`config.mk`:
```
export PLATFORM = sky130hd
export DESIGN_NAME = shield_width_serializer
export DESIGN_NICKNAME = d
export VERILOG_FILES = /design/src/rtl/shield_width_serializer.sv
export SDC_FILE = /design/constraint.sdc
export NUM_CORES = 1
export LEC_CHECK = 0
export CAP_MARGIN = 20
export CORE_AREA = 5 5 227 229
export DETAILED_ROUTE_END_ITERATION = 7
export DIE_AREA = 0 0 232 234
export GPL_TIMING_DRIVEN = 0
export PLACE_DENSITY_LB_ADDON = 0.2
export SLEW_MARGIN = 0
export SYNTH_ARGS = -nofsm -noshare
export SYNTH_HDL_FRONTEND = slang
export SYNTH_SLANG_ARGS = --single-unit
```
`constraint.sdc`:
```
create_clock -name clk -period 20.9 [get_ports clk]
set_input_delay 3.135 -clock clk [delete_from_list [all_inputs] [get_ports clk]]
set_output_delay 3.135 -clock clk [all_outputs]
set_load 0.02 [all_outputs]
```
`src/rtl/shield_width_serializer.sv`:
```
// ---------------------------------------------------------------------------
// shield_width_serializer
//
// Takes a wide line of WORDS words (OUT_W bits each) and emits the words one
// per cycle, in index order, from word 0 up to and including the line's
// last valid word. Each line can carry fewer than WORDS valid words. The
// final word of a line can transfer in the same cycle that the next line is
// accepted, so back-to-back lines stream without a bubble.
//
// Ports
//   clk          single clock, rising edge
//   reset        synchronous, active-high reset
//   in_valid     input line valid
//   in_ready     line accepted this cycle (in_valid && in_ready)
//   in_data      input line; word i = in_data[OUT_W*i +: OUT_W]
//   in_last_idx  index of the last valid word in the line
//   in_last      line ends a packet
//   out_valid    out_data valid
//   out_ready    downstream accepts the current word
//   out_data     current word of the held line
//   out_sel      index of the current word within the held line
//   out_last     current word is the final word of a packet
// ---------------------------------------------------------------------------
module shield_width_serializer #(
  parameter int OUT_W = 64,
  parameter int WORDS = 8,
  localparam int IN_W  = OUT_W * WORDS,
  localparam int IDX_W = (WORDS > 1) ? $clog2(WORDS) : 1
) (
  input  logic             clk,
  input  logic             reset,
  input  logic             in_valid,
  output logic             in_ready,
  input  logic [IN_W-1:0]  in_data,
  input  logic [IDX_W-1:0] in_last_idx,
  input  logic             in_last,
  output logic             out_valid,
  input  logic             out_ready,
  output logic [OUT_W-1:0] out_data,
  output logic [IDX_W-1:0] out_sel,
  output logic             out_last
);

  typedef enum logic {
    EMPTY = 1'b0,
    SEND  = 1'b1
  } state_t;

  state_t state, state_next;

  // Held line, viewed as an array of words so the output mux is a plain index.
  logic [WORDS-1:0][OUT_W-1:0] line_q;
  logic [IDX_W-1:0]            last_idx_q;
  logic                        last_q;

  logic is_final;   // current word is the last valid word of the held line
  logic out_fire;
  logic in_fire;

  assign is_final = (out_sel == last_idx_q);
  assign out_fire = out_valid && out_ready;
  assign in_fire  = in_valid && in_ready;

  // -------------------------------------------------------------------------
  // State register
  // -------------------------------------------------------------------------
  // NOTE: every clocked process uses non-blocking assignments so all
  // registers update together from values sampled before the edge.
  always_ff @(posedge clk) begin
    if (reset) begin
      state <= EMPTY;
    end else begin
      state <= state_next;
    end
  end

  // -------------------------------------------------------------------------
  // Next-state logic
  // -------------------------------------------------------------------------
  // NOTE: state_next is defaulted before the case so no path leaves it
  // unassigned, which would otherwise infer a latch.
  always_comb begin
    state_next = state;
    unique case (state)
      EMPTY: begin
        if (in_fire) state_next = SEND;
      end
      SEND: begin
        // Final word leaving: refill from a new line if one arrives this
        // cycle, otherwise drop back to EMPTY.
        if (out_fire && is_final) state_next = in_fire ? SEND : EMPTY;
      end
      default: state_next = EMPTY;
    endcase
  end

  // -------------------------------------------------------------------------
  // Output logic
  // -------------------------------------------------------------------------
  always_comb begin
    out_valid = 1'b0;
    in_ready  = 1'b0;
    out_last  = 1'b0;
    unique case (state)
      EMPTY: begin
        in_ready = 1'b1;
      end
      SEND: begin
        out_valid = 1'b1;
        // Combinational out_ready -> in_ready: a new line may enter exactly
        // when the final word of the held line is leaving.
        in_ready  = out_ready && is_final;
        out_last  = is_final && last_q;
      end
      default: ;
    endcase
  end

  assign out_data = line_q[out_sel];

  // -------------------------------------------------------------------------
  // Datapath: word pointer and line metadata
  // -------------------------------------------------------------------------
  always_ff @(posedge clk) begin
    if (reset) begin
      out_sel    <= '0;
      last_idx_q <= '0;
      last_q     <= 1'b0;
    end else if (in_fire) begin
      out_sel    <= '0;
      last_idx_q <= in_last_idx;
      last_q     <= in_last;
    end else if (out_fire && !is_final) begin
      out_sel    <= out_sel + IDX_W'(1);
    end
  end

  // NOTE: the line storage is deliberately not reset; it is only observed
  // while out_valid is high, and that requires a line to have been loaded.
  always_ff @(posedge clk) begin
    if (in_fire) begin
      line_q <= in_data;
    end
  end

endmodule

```
# Yosys cells after proc, flatten, opt, wreduce, memory -nomap -nowiden
# Index checks and enable logic that the tools add are counted.
# classes
add_sub_neg,1
mul,0
div,0
n_lt_le_gt_ge,1
eq_ne,1
shift,0
muxes,8
bitwise,1
reduce_logical,8
# ops
op,n
64-bit binary-select mux with 3-bit select,1
64-bit 2-to-1 mux,1
1-bit logical AND,6
"3-bit by 4-bit < comparator with 1-bit output, second input constant",1
1-bit 2-to-1 mux,4
1-bit case mux with 2 select lines,2
"3-bit by 1-bit adder with 3-bit output, second input constant",1
3-bit equality test,1
2-bit OR reduction,1
1-bit zero test,1
1-bit inverter,1
# totals
ff_bits,520
latch_bits,0
ramBits,0
mem_bits_ro,0
input_bits,520
wordCells,32
mem_count,0

# Logic depth before layout (Yosys ltp)
# Gate-level depths: netlist of the first run.
# depth
ltp_word,7
depth_mapped,5

# Worst setup path before layout of the first run
# Ideal clock, no wire load.
# synth_path
kind,input -> register
start,in in_valid
end,reg last_idx_q[0]
setup_time_ns,0.722
t_arrival_ns,19.676
t_required_ns,20.178
slack_ns,0.502
stages,3
path_buffers,0
cell_sequence,nand2_1 -> o41ai_4 -> mux2i_1
# synth_via
elab_chain_len,1
# synth_rtl
element,line,rtl
from (decl),32,"input logic in_valid,"
1-bit logical AND,62,assign in_fire = in_valid && in_ready;
net in_fire,58,logic in_fire;
to (signal assigned),131,last_idx_q <= in_last_idx;
to (decl),53,logic [IDX_W-1:0] last_idx_q;
# The timed path passes the listed nets, and every way through them passes these cells.
# A chain may end at the register's enable or synchronous reset.

# Final worst setup path of the first run
# layout_path
start,in out_ready
end,out in_ready
# layout_via
elab_chain_len,2
# layout_rtl
element,line,rtl
from (decl),38,"input logic out_ready,"
1-bit logical AND,112,in_ready = out_ready && is_final;
1-bit case mux with 2 select lines,104,unique case (state)
to (decl),33,"output logic in_ready,"
# Every way passes these cells.

==> impl_results.md, run 1 <==
* Status: finished clean
* Vias in the first global route at around 12,000
* Peak supply drop at between 0.06 and 0.07 mV
* Pwr Density at 91.97 nW/µm²
* DRT Pass-1 Iters at 5
* R2r setup slk at 17.56 ns
* Initial drt markers at ~640
* Die ar. at 54,290 µm²
* DP Wirelength at 43,160 µm
* Largest family of logic cells by synthesized area: multiplexers
* Fmax achieved at 129.9 MHz
* Critical setup path kind: in -> out
* Hold_buf cts at 0
* Mapped cell area at 19,760 µm²
* Setup Skew at 0.01870 ns
* Cell row count at 82
* R2R depth at 11
* Cell count after synthesis at 795
* Synth top area share at 0.7780
* Per-instance average area after synthesis at around 25 µm²
* Die width at 232 µm
* Gpl congestion at 0.8206
* Top cell by count, worst path: clkdlybuf4s50_1
* Post-route ant nets at 0
* Area after DPL at 27,030 µm²
* Placed Cells at 2,098
* Vias/cell at 4.902
* Synth Area in XOR/XNOR at 0.002659
* Latest clock arrival within the worst-skew pair at around 0.59 ns
* Area added between synthesis and finish at 47.63%
* Critical Path Max Stage Delay at 0.63 ns
* Reg-to-Reg End: line_q[70]
* Critical Path Stages at 4
* IO Pins at 590
* Initial Util at 0.3996
* TritonCTS Buffers at 55
* Setup-failing EPs final at 0
* DR DRC count at 0
* Final cell count without fillers at 2,218
* Register clock-pin slew on the reported worst setup and hold paths at 0.06 ns
* Crit path to: in_ready
* Worst setup path startpoint: out_ready
* Fraction of registers with async set/reset at 0
* CP Max Fanout at 5
* Leak Pwr at around 9.8 nW
* Placement Setup Slack at 13.22 ns
* Mapped Nets at around 1,300
* Via count at 10,873
* Worst relative slew slack at 0.3688
* Top Layer Used: met5
* Worst r2r src: out_sel[0]
* Post-layout min period at 7.701 ns
* Post-synthesis adder-cell area fraction at 0.0006332
* Overall power at 2.683 mW
* Wire length of the first global-routing pass at just under 80,000 µm
* Seq cells post-synth at 520
* TritonCTS clock tree: done
* Worst Max-Slew Pin Slew at 0.9467 ns
* Metal3 WL at 4986 µm
* Simple-Gate Fraction of Synth Area at 0.005888
* Synth Flop Type: edfxtp_1
* Post-CTS resize count at 0
* GRT Total Usage at 0.2006
* Die height at ~230 µm
* H-tree levels at 2
* Final Cycle Share at 0.3685
* Worst endpoint required time at between 15 and 20 ns
* Slowest-stage cell, CP: clkdlybuf4s50_1
* Grt total ovfl at 0
* Mux cell area share after synthesis at 0.1868
* Post-synthesis sequential area ratio at 0.7861
* Core region area at 49,450 µm²
* Bufs on Longest Clock Path at 3
* Final Max Slew Viols at 0
* Worst Hold Class: reg -> reg
* Port Buffer Count at between 500 and 600
* Nets at about 2,000
* Area leader, netlist: edfxtp_1
* Final-layout fill cell count at between 3,000 and 4,000
* Root Driver: clkbuf_16
* Dominant cells by area after synthesis: edfxtp_1, mux4_2, mux2_2
* Finished Cell Area at 29,170 µm²
* Total Wirelength at roughly 56,000 µm
* CP delay by family, top: buffers and inverters
* Pin count of the biggest net entering global routing at 17
* Wire per inst at 25.12 µm
* RSZ-0062 raised after global routing: no
* CP endpoint kind: output port
* Met1 Wirelength at 19,960 µm
* Max Cap Viol at 0
* CTS Sinks at 520
* Synth Area in Compound Gates at 0.005192
* CP Cell Sequence: clkdlybuf4s50_1 -> nand4_1 -> nand2_1 -> clkdlybuf4s50_1
* Startpoint type of the worst setup path: primary input
* Worst setup margin at 13.20 ns
* Layout cells sized above 1 at 0.2235
* EDFF count, synth at approximately 500
* Final Hold Viols at 0
* YS warnings at 0
* WP buf/inv at 2
* WP data arrival at 4.57 ns
* Initial antenna violation count at 20
* Hold_ws at roughly 0.49 ns
* Netlist cell types at 29
* Post-CTS Setup Inserts at 0
* Met2 wire length at 29,090 µm
## worst min-delay path, cell delays in order (launching register included)
cell and delay (ns):
dfxtp_1 0.31, nand2b_1 0.07, mux2i_1 0.06
## cell usage in the layout (no fill, tap or decap), drive strengths merged, types with 2 or more instances in the layout
cell,count
mux2i,4
a311oi,3
clkbuf,69
bufinv,17
nand2,4
mux2,64
buf,70
clkdlybuf4s50,589
xor2,3
nand4,3
clkinv,20
clkinvlp,6
inv,5
diode,16
mux4,128
edfxtp,512
dfxtp,8
nand2b,10
xnor2,3
a311o,2
## per-layer routing
layer,GRT usage,vias to the layer above
li1,-,4832
met4,0.07607,18
met5,0,-
met2,0.3423,451
met3,0.06926,104
met1,0.2367,5468
## layout make-up
type / count / area [µm²] / share of cell area
Multi-Input combinational cell: 234 / 3976 / 0.1363
Clock buffer: 58 / 1409 / 0.04829
Buffer: 39 / 242.7 / 0.008320
Clock inverter: 46 / 690.7 / 0.02367
Tap cell: 672 / 840.8 / 0.02882
Sequential cell: 520 / 15530 / 0.5325
Inverter: 2 / 7.507 / 0.0002573
Antenna cell: 16 / 40.04 / 0.001372
Timing Repair Buffer: 631 / 6432 / 0.2205
## Yosys cell counts, types with 2 or more instances
library cell / n
nand4_1: 3
buf_1: 4
clkbuf_1: 11
buf_2: 14
dfxtp_1: 8
xnor2_1: 3
mux4_2: 115
edfxtp_1: 512
nand2b_1: 10
xor2_1: 3
mux4_1: 13
mux2_2: 64
a311oi_1: 3
buf_6: 9
mux2i_1: 4
a311o_1: 2
inv_1: 2
nand2_1: 4
## flip-flops by register name, indices dropped and copies added (netlist names)
register / flops
last_idx_q: 3
last_q: 1
line_q: 512
state: 1
out_sel: 3
## worst min path at each step
stage                     startpoint  endpoint  slack [ns]  cells past startpoint
after floorplan               last_q    last_q        0.44                      2
after global placement        last_q    last_q        0.47                      2
after detailed placement      last_q    last_q        0.47                      2
after CTS                     last_q    last_q        0.49                      2
after global routing          last_q    last_q        0.54                      2
final                         last_q    last_q        0.49                      2
## power breakdown
| part | total [mW] | internal, mW | switching (mW) |
|---|---|---|---|
| sequential | 1.28 | 1.26 | 0.0226 |
| combinational | 0.284 | 0.172 | 0.112 |
| clock | 1.12 | 0.701 | 0.414 |
## logic make-up (layout without fill, tap and decap cells)
| group | Yosys count | in the layout |
|---|---|---|
| and+or+nand+nor | 21 | 21 |
| adders and majority gates | 1 | 1 |
| DFF | 520 | 520 |
| xor gates and xnor gates | 6 | 6 |
| buffers and inverters | 41 | 776 |
| muxes | 196 | 196 |
| other | 0 | 16 |
| AOI/OAI and AO/OA | 10 | 10 |
## metrics by stage
stage          setup TNS, ns  utilization
2_1_floorplan              0            -
3_3_place_gp        -2900.10       0.5358
3_5_place_dp               0       0.5467
4_1_cts                    0       0.5891
5_1_grt                    0       0.5896
6_report                   0       0.5899
Power figures use the tool's default switching activity.
==> run 2: changes to the inputs <==
Clock period 20.9 ns to 6.4 ns, I/O delays scaled along.
==> impl_results.md, run 2 (synthesis gave the netlist of run 1 again) <==
* Critical Path Stages at 6 (was 4)
* Setup Skew at 0.02426 ns (was 0.01870 ns)
* Max Cap Viol at 0 (unchanged)
* Placed Cells at 2,097 (was 2,098)
* R2R depth at 9 (was 11)
* Post-route ant nets at 0 (unchanged)
* Sw Share at 0.2106 (was 0.2045)
* Biggest regs: line_q (512), last_idx_q (3), out_sel (3) (unchanged)
* Pin count of the biggest net entering global routing at 17 (unchanged)
* Initial Util at 0.3996 (unchanged)
* TritonCTS clock tree: done (unchanged)
* Placement Setup Slack at 2.342 ns (was 13.22 ns)
* Worst Hold Class: reg -> reg (unchanged)
* Gpl congestion at 0.8001 (was 0.8206)
* Top cell by count, worst path: buf_2 (was clkdlybuf4s50_1)
* Final cell count without fillers at 2,218 (unchanged)
* Die ar. at 54,290 µm² (unchanged)
* Worst Max-Slew Pin Slew at 0.9964 ns (was 0.9467 ns)
* Die height at 234 µm (unchanged)
* Initial antenna violation count at 21 (was 20)
* Fmax achieved at roughly 220 MHz
* Sequential share of power at 0.513 (was 0.478)
* Vias/cell at 4.862 (was 4.902)
* Latest clock arrival within the worst-skew pair at 0.60 ns (was 0.59 ns)
* Register clock-pin slew on the reported worst setup and hold paths at 0.05 ns (was 0.06 ns)
* Status: finished clean (unchanged)
* Setup-failing EPs final at 0 (unchanged)
* Combinational power share at 0.113 (was 0.106)
* Cell Int Power at 6.460 mW (was 2.134 mW)
* WP data arrival at 3.54 ns (was 4.57 ns)
* Peak supply drop at 0.2232 mV (was 0.06276 mV)
* Post-CTS Setup Inserts at 0 (unchanged)
* Met1 Wirelength at 20,750 µm (was 19,960 µm)
* Vias in the first global route at 12,093 (was 12,129)
* Total Wirelength at 56,720 µm (was 55,720 µm)
* GRT Total Usage at 0.2028 (was 0.2006)
* CTS Sinks at 520 (unchanged)
* Startpoint type of the worst setup path: flip-flop (was primary input)
* Die width at 232 µm (unchanged)
* Final-layout fill cell count at 3,792 (was 3,689)
* Critical Path Max Stage Delay at 0.75 ns (was 0.63 ns)
* Most common cell after layout, fill and taps aside: clkdlybuf4s50_1 (unchanged)
* Root Driver: clkbuf_16 (unchanged)
* Post-CTS resize count at 0 (unchanged)
* Via count at 10,783 (was 10,873)
* Leak Pwr at 9.636 nW (was 9.820 nW)
* Post-layout min period at 4.502 ns
* CP endpoint kind: output port (unchanged)
* DP Wirelength at 43,360 µm (was 43,160 µm)
* Wire per inst at 25.57 µm (was 25.12 µm)
* Hold_ws at 0.5060 ns (was 0.4863 ns)
* DRT Pass-1 Iters at 4 (was 5)
* Hold_buf cts at 0 (unchanged)
* Worst endpoint required time at 5.44 ns (was 17.77 ns)
* Wire length of the first global-routing pass at 79,650 µm (was 78,920 µm)
* Met2 wire length at 29,540 µm (was 29,090 µm)
* Bufs on Longest Clock Path at 3 (unchanged)
* Port Buffer Count at 589 (unchanged)
* Worst relative slew slack at 0.3357 (was 0.3688)
* Slowest-stage cell, CP: buf_1 (was clkdlybuf4s50_1)
* Finished Cell Area at 28,790 µm² (was 29,170 µm²)
* Pwr Density at 284.2 nW/µm² (was 91.97 nW/µm²)
* Final Hold Viols at 0 (unchanged)
* DR DRC count at 0 (unchanged)
* H-tree levels at 2 (unchanged)
* Nets at 2,005 (was 2,004)
* CP Max Fanout at 10 (was 5)
* Grt total ovfl at 0 (unchanged)
* Top Layer Used: met5 (unchanged)
* CP delay by family, top: buffers and inverters (unchanged)
* Layout cells sized above 1 at 0.2090 (was 0.2235)
* RSZ-0062 raised after global routing: no (unchanged)
* Core region area at 49,450 µm² (unchanged)
* Max FFs per register at 512 (unchanged)
* CP Cell Sequence: buf_2 -> buf_2 -> buf_1 -> mux4_2 -> mux2_2 -> clkdlybuf4s50_1 (was clkdlybuf4s50_1 -> nand4_1 -> nand2_1 -> clkdlybuf4s50_1)
* Most frequent cells in the layout: clkdlybuf4s50_1, edfxtp_1, mux4_2 (unchanged)
* Area added between synthesis and finish at 45.70% (was 47.63%)
* Switching power total at 1.723 mW (was 0.5488 mW)
* Overall power at 8.183 mW (was 2.683 mW)
* WP buf/inv at 4 (was 2)
* Metal3 WL at 4797 µm (was 4986 µm)
* Hold Crit Depth at 2 (unchanged)
* Area after DPL at 27,010 µm² (was 27,030 µm²)
* Reg with most FFs: line_q (unchanged)
* Initial drt markers at 576 (was 636)
* Final Max Slew Viols at 0 (unchanged)
* Critical setup path kind: reg -> out (was in -> out)
* Cell row count at 82 (unchanged)
* Final Cycle Share at 0.7035
* TritonCTS Buffers at 56 (was 55)
* Clock power share at 0.374 (was 0.416)
* Worst setup margin at 1.898 ns (was 13.20 ns)
* IO Pins at 590 (unchanged)
-- run 2: cell types whose count changed in the layout (fill, tap and decap cells not counted), moves of 2 or more --
cell | before | now
clkinv_4 | 0 | 3
buf_6 | 34 | 42
buf_8 | 18 | 10
inv_8 | 2 | 0
bufinv_16 | 17 | 4
clkbuf_1 | 13 | 25
diode_2 | 16 | 20
clkinv_2 | 13 | 7
clkinv_1 | 6 | 14
clkinvlp_4 | 6 | 0
-- run 2: final cells by class --
class                           instances  area (µm²)  area share
Inverter                                2       7.507   0.0002607
Tap cell                              672       840.8     0.02920
Timing Repair Buffer                  631        6402      0.2224
Clock buffer                           71        1479     0.05136
Sequential cell                       520       15530      0.5395
Buffer                                 39       242.7    0.008430
Clock inverter                         29       242.7    0.008430
Multi-Input combinational cell        234        3993      0.1387
Antenna cell                           20       50.05    0.001738
-- run 2: power groups by stage --
stage | Clock, mW | Sequential (mW) | Combinational [mW]
floorplan | 0 | 4.43 | 0.358
global placement | 0 | 4.52 | 0.837
detailed placement | 0 | 4.27 | 0.930
CTS | 3.15 | 4.20 | 0.934
global route | 3.28 | 4.22 | 0.976
finish | 3.06 | 4.20 | 0.923
-- run 2: worst min-delay path: stages, from the launching register on --
cell      delay [ns]
dfxtp_1         0.32
nand2b_1        0.07
mux2i_1         0.06
-- run 2: per-layer routing --
| layer | global-route usage | vias up |
|---|---|---|
| li1 | - | 4836 |
| met1 | 0.2383 | 5439 |
| met2 | 0.3451 | 411 |
| met3 | 0.07228 | 91 |
| met4 | 0.07810 | 6 |
| met5 | 0 | - |
-- run 2: path summary, 6_finish.rpt --
kind | end | startpoint | slack (ns)
max | out_data[31] | out_sel[1] | 1.90
min | last_q | last_q | 0.51
max reg2reg | line_q[353] | out_sel[0] | 3.44
min reg2reg | last_q | last_q | 0.51
-- run 2: stage by stage --
stage | util | TNS (ns)
floorplan | - | -6028.23
global placement | 0.5362 | -9335.86
detailed placement | 0.5461 | 0
CTS | 0.5809 | 0
global route | 0.5820 | 0
finish | 0.5822 | 0
